`src/rtl/apb_slave_mem_ws.sv`:
```
// APB4 completer backed by a word-addressed memory with byte strobes,
// a fixed number of wait states and PSLVERR on out-of-range addresses.
module apb_slave_mem_ws #(
  parameter int unsigned    DW          = 32,
  parameter int unsigned    AW          = 8,
  parameter int unsigned    DEPTH       = 16,
  parameter int unsigned    WAIT_STATES = 0,
  parameter logic [DW-1:0]  RESET_VAL   = '0
) (
  input  logic             pclk,
  input  logic             presetn,
  input  logic             psel,
  input  logic             penable,
  input  logic             pwrite,
  input  logic [AW-1:0]    paddr,
  input  logic [DW-1:0]    pwdata,
  input  logic [DW/8-1:0]  pstrb,
  output logic [DW-1:0]    prdata,
  output logic             pready,
  output logic             pslverr
);

  localparam int unsigned NB      = DW / 8;
  localparam int unsigned IW      = (DEPTH > 1) ? $clog2(DEPTH) : 1;
  localparam int unsigned CW      = 4;
  localparam logic [AW:0] DEPTH_W = (AW+1)'(DEPTH);
  localparam logic [CW-1:0] WS_INIT = CW'(WAIT_STATES);

  typedef enum logic [1:0] {
    ST_IDLE,
    ST_WAIT,
    ST_ACCESS
  } state_t;

  state_t          state_q, state_d;
  logic [CW-1:0]   cnt_q, cnt_d;
  logic            err_q, err_d;
  logic            pready_d, pslverr_d;
  logic [DW-1:0]   prdata_d;

  logic [DW-1:0]   mem_q [DEPTH];

  logic            in_range_c;
  logic [IW-1:0]   idx_c;
  logic [DW-1:0]   rd_word_c;
  logic [DW-1:0]   wmask_c;
  logic            wr_en_c;

  // Range check is done on the full address so indices >= DEPTH never alias.
  assign in_range_c = ({1'b0, paddr} < DEPTH_W);
  assign idx_c      = IW'(paddr);
  assign rd_word_c  = in_range_c ? mem_q[idx_c] : '0;

  // Byte strobes expanded to a per-bit write mask.
  for (genvar b = 0; b < NB; b++) begin : g_mask
    assign wmask_c[8*b +: 8] = {8{pstrb[b]}};
  end

  always_ff @(posedge pclk or negedge presetn) begin
    if (!presetn) begin
      state_q <= ST_IDLE;
      cnt_q   <= '0;
      err_q   <= 1'b0;
      pready  <= 1'b0;
      pslverr <= 1'b0;
      prdata  <= '0;
    end else begin
      state_q <= state_d;
      cnt_q   <= cnt_d;
      err_q   <= err_d;
      pready  <= pready_d;
      pslverr <= pslverr_d;
      prdata  <= prdata_d;
    end
  end

  always_comb begin
    state_d   = state_q;
    cnt_d     = cnt_q;
    err_d     = err_q;
    pready_d  = pready;
    pslverr_d = pslverr;
    prdata_d  = prdata;
    wr_en_c   = 1'b0;

    case (state_q)
      ST_IDLE: begin
        pready_d  = 1'b0;
        pslverr_d = 1'b0;
        prdata_d  = '0;
        // Only a genuine setup phase starts a transfer; bare penable is ignored.
        if (psel && !penable) begin
          err_d = !in_range_c;
          cnt_d = WS_INIT;
          if (WAIT_STATES == 0) begin
            state_d   = ST_ACCESS;
            pready_d  = 1'b1;
            pslverr_d = !in_range_c;
            prdata_d  = (!pwrite && in_range_c) ? rd_word_c : '0;
          end else begin
            state_d = ST_WAIT;
          end
        end
      end

      ST_WAIT: begin
        if (!psel) begin
          state_d   = ST_IDLE;
          cnt_d     = '0;
          pready_d  = 1'b0;
          pslverr_d = 1'b0;
          prdata_d  = '0;
        end else if (penable) begin
          if (cnt_q <= CW'(1)) begin
            cnt_d     = '0;
            state_d   = ST_ACCESS;
            pready_d  = 1'b1;
            pslverr_d = err_q;
            prdata_d  = (!pwrite && !err_q) ? rd_word_c : '0;
          end else begin
            cnt_d = cnt_q - CW'(1);
          end
        end
      end

      ST_ACCESS: begin
        if (!psel) begin
          state_d   = ST_IDLE;
          pready_d  = 1'b0;
          pslverr_d = 1'b0;
          prdata_d  = '0;
        end else if (penable) begin
          wr_en_c   = pwrite && !err_q && in_range_c;
          state_d   = ST_IDLE;
          pready_d  = 1'b0;
          pslverr_d = 1'b0;
          prdata_d  = '0;
        end
      end

      default: begin
        state_d   = ST_IDLE;
        cnt_d     = '0;
        pready_d  = 1'b0;
        pslverr_d = 1'b0;
        prdata_d  = '0;
      end
    endcase
  end

  // Storage array: whole-array reset, masked word update on write completion.
  always_ff @(posedge pclk or negedge presetn) begin
    if (!presetn) begin
      for (int unsigned w = 0; w < DEPTH; w++) begin
        mem_q[IW'(w)] <= RESET_VAL;
      end
    end else if (wr_en_c) begin
      mem_q[idx_c] <= (mem_q[idx_c] & ~wmask_c) | (pwdata & wmask_c);
    end
  end

endmodule

```
`config.mk`:
```
export PLATFORM = sky130hd
export DESIGN_NAME = apb_slave_mem_ws
export DESIGN_NICKNAME = d
export VERILOG_FILES = /design/src/rtl/apb_slave_mem_ws.sv
export SDC_FILE = /design/constraint.sdc
export NUM_CORES = 1
export LEC_CHECK = 0
export ABC_CLOCK_PERIOD_IN_PS = 1650
export CAP_MARGIN = 25
export CORE_MARGIN = 2
export CORE_UTILIZATION = 55
export CTS_CLUSTER_SIZE = 16
export DETAILED_ROUTE_END_ITERATION = 16
export GPL_TIMING_DRIVEN = 0
export PLACE_DENSITY = 0.75
export SETUP_SLACK_MARGIN = 0.1
export SLEW_MARGIN = 20
export SYNTH_ARGS = -nofsm -noshare
export SYNTH_HDL_FRONTEND = slang
export SYNTH_SLANG_ARGS = --single-unit
```
`constraint.sdc`:
```
create_clock -name pclk -period 1.65 [get_ports pclk]
set_input_delay 0.2475 -clock pclk [delete_from_list [all_inputs] [get_ports pclk]]
set_output_delay 0.2475 -clock pclk [all_outputs]
set_load 0.005 [all_outputs]
```
; Word-level counts from Yosys, hierarchy flattened
; Cells that the tools add are included.
[classes]
magnitude_cmp = 4
bitwise_logic = 6
add_sub_neg = 1
n_mux = 43
reduce_logical = 15
n_eq_ne = 6
[op_table]
columns = cell, count
row1 = $bwmux W512, 1
row2 = $mux W32, 12
row3 = $bmux W32 S4, 1
row4 = $demux W32 S4, 1
row5 = $pmux W32 S3, 1
row6 = $and A32 B32 Y32, 2
row7 = $not A32 Y32, 1
row8 = $or A32 B32 Y32, 1
row9 = $mux W4, 4
row10 = $mux W1, 13
row11 = $mux W2, 6
row12 = $pmux W4 S3, 1
row13 = $ne A3 B3 Y1 const B, 3
row14 = $lt A8 B5 Y1 const B, 1
row15 = $logic_and A1 B1 Y1, 6
row16 = $pmux W1 S3, 2
row17 = $pmux W2 S3, 1
row18 = $reduce_and A3 Y1, 2
row19 = $ge A5 B5 Y1 const B, 1
row20 = $lt A5 B1 Y1 const B, 1
row21 = $not A4 Y5, 1
row22 = $le A4 B1 Y1 const B, 1
row23 = $logic_not A1 Y1, 4
row24 = $reduce_and A4 Y1, 1
row25 = 7 further kinds, 7
[totals]
register_bits = 553
word_cells = 97
input_bits = 49
output_inout_bits = 34

; Logic depth before layout (Yosys ltp)
[logic_depth]
ltp_word = 10
ltp_mapped = 9

; Least setup slack after synthesis
; Ideal clock, no wire load.
[synth_path]
kind = input to register
from = input paddr[0]
to = register mem_q[254] (netlist bit)
slack_ps = -380
setup_time_ps = 137
arrival_ps = 1893
stages = 8
n_path_buf = 3
path_cell_list = buf_2 -> buf_6 -> buf_2 -> mux2i_1 -> a22oi_1 -> a32oi_1 -> o31a_1 -> a21oi_1
[synth_between]
elab_chain_cells = 7
word_cells_on_any_way = 17
[synth_rtl]
columns = item, line_no
row1 = start: declaration, 15  ; input logic [AW-1:0] paddr,
row2 = $not A4 Y5, 158  ; mem_q[idx_c] <= (mem_q[idx_c] & ~wmask_c) | (pwdata & wmask_c);
row3 = $bmux W32 S4, 158
row4 = $mux W32 (not written as such) (2 in series), 158
row5 = $and A32 B32 Y32, 158
row6 = $or A32 B32 Y32, 158
row7 = $bwmux W512, 158
row8 = end signal: indexed assignment, 158
row9 = end: declaration, 41  ; logic [DW-1:0] mem_q [DEPTH];
; Parallel ways exist; a longest one is shown, timed or not. The select of a mux whose other input is x is not followed.
; A chain may end at the register's enable or synchronous reset.

; Worst setup path in the final report
[layout_path]
from = input paddr[3]
to = register prdata[20]
[layout_between]
elab_chain_cells = 10
word_cells_on_any_way = 14
[layout_rtl]
columns = item, line_no
row1 = $not A4 Y5 (not written as such), 52  ; assign rd_word_c = in_range_c ? mem_q[idx_c] : '0;
row2 = $bmux W32 S4, 52
row3 = $mux W32 (not written as such) (2 in series), 52
row4 = $mux W32, 52
row5 = $mux W32, 119  ; prdata_d = (!pwrite && !err_q) ? rd_word_c : '0;
row6 = $mux W32, 114  ; if (cnt_q <= CW'(1)) begin
row7 = $mux W32, 113  ; end else if (penable) begin
row8 = $mux W32, 107  ; if (!psel) begin
row9 = $pmux W32 S3 (*), 86  ; case (state_q)
row10 = end signal: assignment, 73  ; prdata <= prdata_d;
row11 = end: declaration, 18  ; output logic [DW-1:0] prdata,
; Mark *: on every way between the ends. The rest lies on a longest branch, timed or not. The select of a mux whose other input is x is not followed.

==> summary.txt <==
Run status
  – Status: complete, but fails checks
  – Violated checks: negative hold slack, negative setup slack

STA
  – Hold Violations, Final: 69
  – Setup WS post-layout: -0.6144 ns
  – RSZ-0062 raised after global routing: yes
  – Worst hold slack: -0.3982 ns
  – Setup-failing EPs final: 576
  – Max Slew Vio Count: 0
  – Slew @ Worst Pin: ~1.1 ns
  – Max-slew headroom: 29.01%
  – Crit path time final: roughly 2.3 ns
  – Fmax: approximately 440 MHz
  – Post-route clock period utilization: 137.2%
  – Post-Route Skew: between 0.02 and 0.03 ns

Pwr
  – P per Cell Area: between 800 and 900 nW/µm²
  – Peak VDD IR: roughly 0.00070 V
  – Power Total: ~30 mW
  – Leakage: roughly 15 nW

Worst setup path
  – Worst R2R Setup Slack: -0.48 ns
  – Worst reg2reg path startpoint: err_q
  – Crit end category: flop
  – Crit Path Class: in -> reg
  – R2R cell count: 9
  – Critical path data required time: ~2.1 ns
  – Worst Path Max Fanout: 10
  – R2R Path End: mem_q[120]
  – Crit path launch type: primary input
  – Crit. Startpoint: paddr[3]
  – Worst setup endpoint: prdata[20]
  – CP Data Arrival Time: about 2.7 ns

Drt
  – Post-DR vias/cell: a little over 7
  – Routed WL: around 100,000 µm
  – Initial drt markers: between 3,000 and 4,000
  – Total number of vias: 23,690
  – Residual DRC: 0
  – Avg WL per Cell: 30.62 µm
  – Pre-antenna DRT Iters: 6
  – ANT nets after route: 0

Placed design
  – I/O Buffers: 76
  – HPWL Detailed: 52,410 µm
  – Placer's final routability congestion estimate: about 0.9
  – Placed Instances: about 3,000

Final layout
  – Commonest cells after routing, fill and taps aside: dfrtp_1 (547), nand2_1 (264), o21ai_0 (212)
  – Layout area overhead: 41.67%
  – Most common cell after layout, fill and taps aside: dfrtp_1
  – Multi-input gate area: around 12,000 µm²
  – Layout cells sized above 1: 36.06%
  – Post-layout nets: roughly 2,800
  – Register area: between 10,000 and 15,000 µm²
  – Fin cells: around 3,300
  – # fillers: around 2,200

Logic synthesis
  – Post-Syn Instances: about 2,400
  – Post-Synth XOR/XNOR Area: less than 1%
  – Ys flop type: dfrtp_1
  – Sequential cell area fraction in the yosys report: a little under three fifths
  – Synth area leader: dfrtp_1
  – Main combinational cell family by area after synthesis: compound AO/OA/AOI/OAI gates
  – Post-synth EDFFs: 0
  – FFs w/ async S/R, synth: 100.0%
  – Synth Area in Compound Gates: ~18%
  – Warnings from Yosys: 0
  – Synth top area share: between 50% and 60%
  – Seq cells post-synth: about 550
  – Synth top area cells: dfrtp_1 (57%), mux2i_1 (7.8%), o21ai_0 (5.9%), a21oi_1 (5.3%), nand2_1 (4.5%)
  – Adder-cell area share of the yosys netlist: 0.1031%
  – Post-synthesis simple-gate area fraction: a little over a tenth
  – Multiplexer share of the synthesized area: about 11%
  – Synth cell types: 42
  – Synthesized area: about 24,000 µm²
  – Mean Syn Cell Area: slightly above 10 µm²
  – Syn_nets: approximately 2,400

Die
  – IO Pins: 83
  – Row cnt: 76
  – Die ar.: approximately 46,000 µm²
  – Die X-Extent: around 210 µm
  – Initial core utilization: between 50% and 60%
  – Die height: between 200 and 250 µm
  – Core area: roughly 43,000 µm²

Clock tree
  – TritonCTS clock tree: built
  – Worst-path clk slew: approximately 0.080 ns
  – Worst skew pair latency: 0.64 ns
  – Largest buffer count on any clock path: 3
  – CTS H-tree lvls: 2
  – Clk sinks: 548
  – Num CTS Buffers: 55
  – Clock Root Buffer: clkbuf_16

Min path
  – Worst hold path type: in -> async

Global route
  – Total Routing Usage GR: roughly 37%
  – Initial antenna violation count: 4
  – Largest net degree at the start of global routing: ~100
  – Vias in the first global route: approximately 22,000
  – First-pass GRT wire length: approximately 130,000 µm
  – GRT overflow: 0

Run
  – Max cap viols: 0
==> registers in the layout, summed over array words and instances, names as in the netlist <==
name and flops:
err_q 1, prdata 32, mem_q 512, state_q 1
pslverr 1, pready 1
==> worst min path at each step <==
| stage | startpoint | endpoint | cells after the start |
|---|---|---|---|
| floorplan | presetn | err_q | 0 |
| global placement | mem_q[332] | mem_q[332] | 2 |
| detailed placement | presetn | mem_q[186] | 1 |
| CTS | presetn | mem_q[59] | 1 |
| global route | presetn | mem_q[121] | 1 |
| finish | presetn | mem_q[88] | 1 |
==> report_power, final <==
group	internal (mW)	switching [mW]	leakage (nW)
Clock	7.69	5.67	0.934
Sequential	13.5	0.0801	7.65
Combinational	1.09	2.23	6.66
==> Yosys cell counts (2+ instances only) <==
cell type,instances
nor3_2,3
nand2_1,292
buf_2,55
a21oi_1,258
and2_1,2
a22o_1,32
nor3_4,3
o31a_1,31
o22ai_1,33
buf_4,9
nor3_1,32
ha_1,2
nor4_4,3
nand2b_1,10
a22oi_1,62
nand3_1,8
o21ai_0,287
a31oi_1,30
nand4_1,2
mux2i_1,188
dfrtp_1,548
buf_1,12
clkbuf_1,104
mux2_2,67
inv_1,3
nor2b_1,7
nor2_1,265
a32oi_1,31
==> cell families (layout without fill, tap and decap cells) <==
family / count (synthesis) / in the layout
AOI/OAI and AO/OA: 771 / 771
and+or+nand+nor: 631 / 631
DFF: 548 / 548
muxes: 255 / 255
buffers and inverters: 185 / 551
adders and majority gates: 2 / 2
xor gates and xnor gates: 1 / 1
other: 0 / 1
==> stage by stage <==
| step | hold WS, ns | util, % | worst slack (ns) | setup TNS [ns] | cell area [µm²] |
|---|---|---|---|---|---|
| finish | -0.3982 | 79.46 | -0.6144 | -139.37 | 34380 |
| global route | -0.3529 | 79.45 | -0.5214 | -161.97 | 34380 |
| CTS | -0.3637 | 74.02 | -0.2434 | -86.47 | 32030 |
| detailed placement | 0.2657 | 62.11 | -1.593 | -745.86 | 26870 |
| global placement | 0.4560 | 61.69 | -22.75 | - | 26690 |
| floorplan | -0.04809 | - | -0.2152 | -55.37 | 25200 |
==> area by class of cell <==
type / instances / area share (%)
clock buffer: 84 / 4.822
buffer: 180 / 6.784
multi-input combinational: 1660 / 36.22
antenna: 1 / 0.007279
sequential: 548 / 39.89
timing repair buffer: 265 / 9.462
clock inverter: 18 / 0.6369
tap: 585 / 2.129
inverter: 4 / 0.04367
==> critical path, stage by stage <==
cell and delay (ns):
clkdlybuf4s15_1 0.41, buf_4 0.34, inv_2 0.31, clkbuf_2 0.44, nor3_2 0.15, a31oi_1 0.64, o21ai_0 0.18
==> routing by layer <==
layer	wire, µm	GRT usage (%)
met3	13040	8.667
met4	9206	20.60
met1	34420	47.01
met2	45700	60.30
met5	63	0
==> what timing repair did <==
item	4_1_cts	5_1_grt
setup buffers	116	19
resized for setup	415	501
pin swaps	74	39
gates cloned	25	25
endpoints found under the setup margin	580	579
hold endpoints to repair	69	69
No activity file was read; power rests on OpenSTA's default activity.
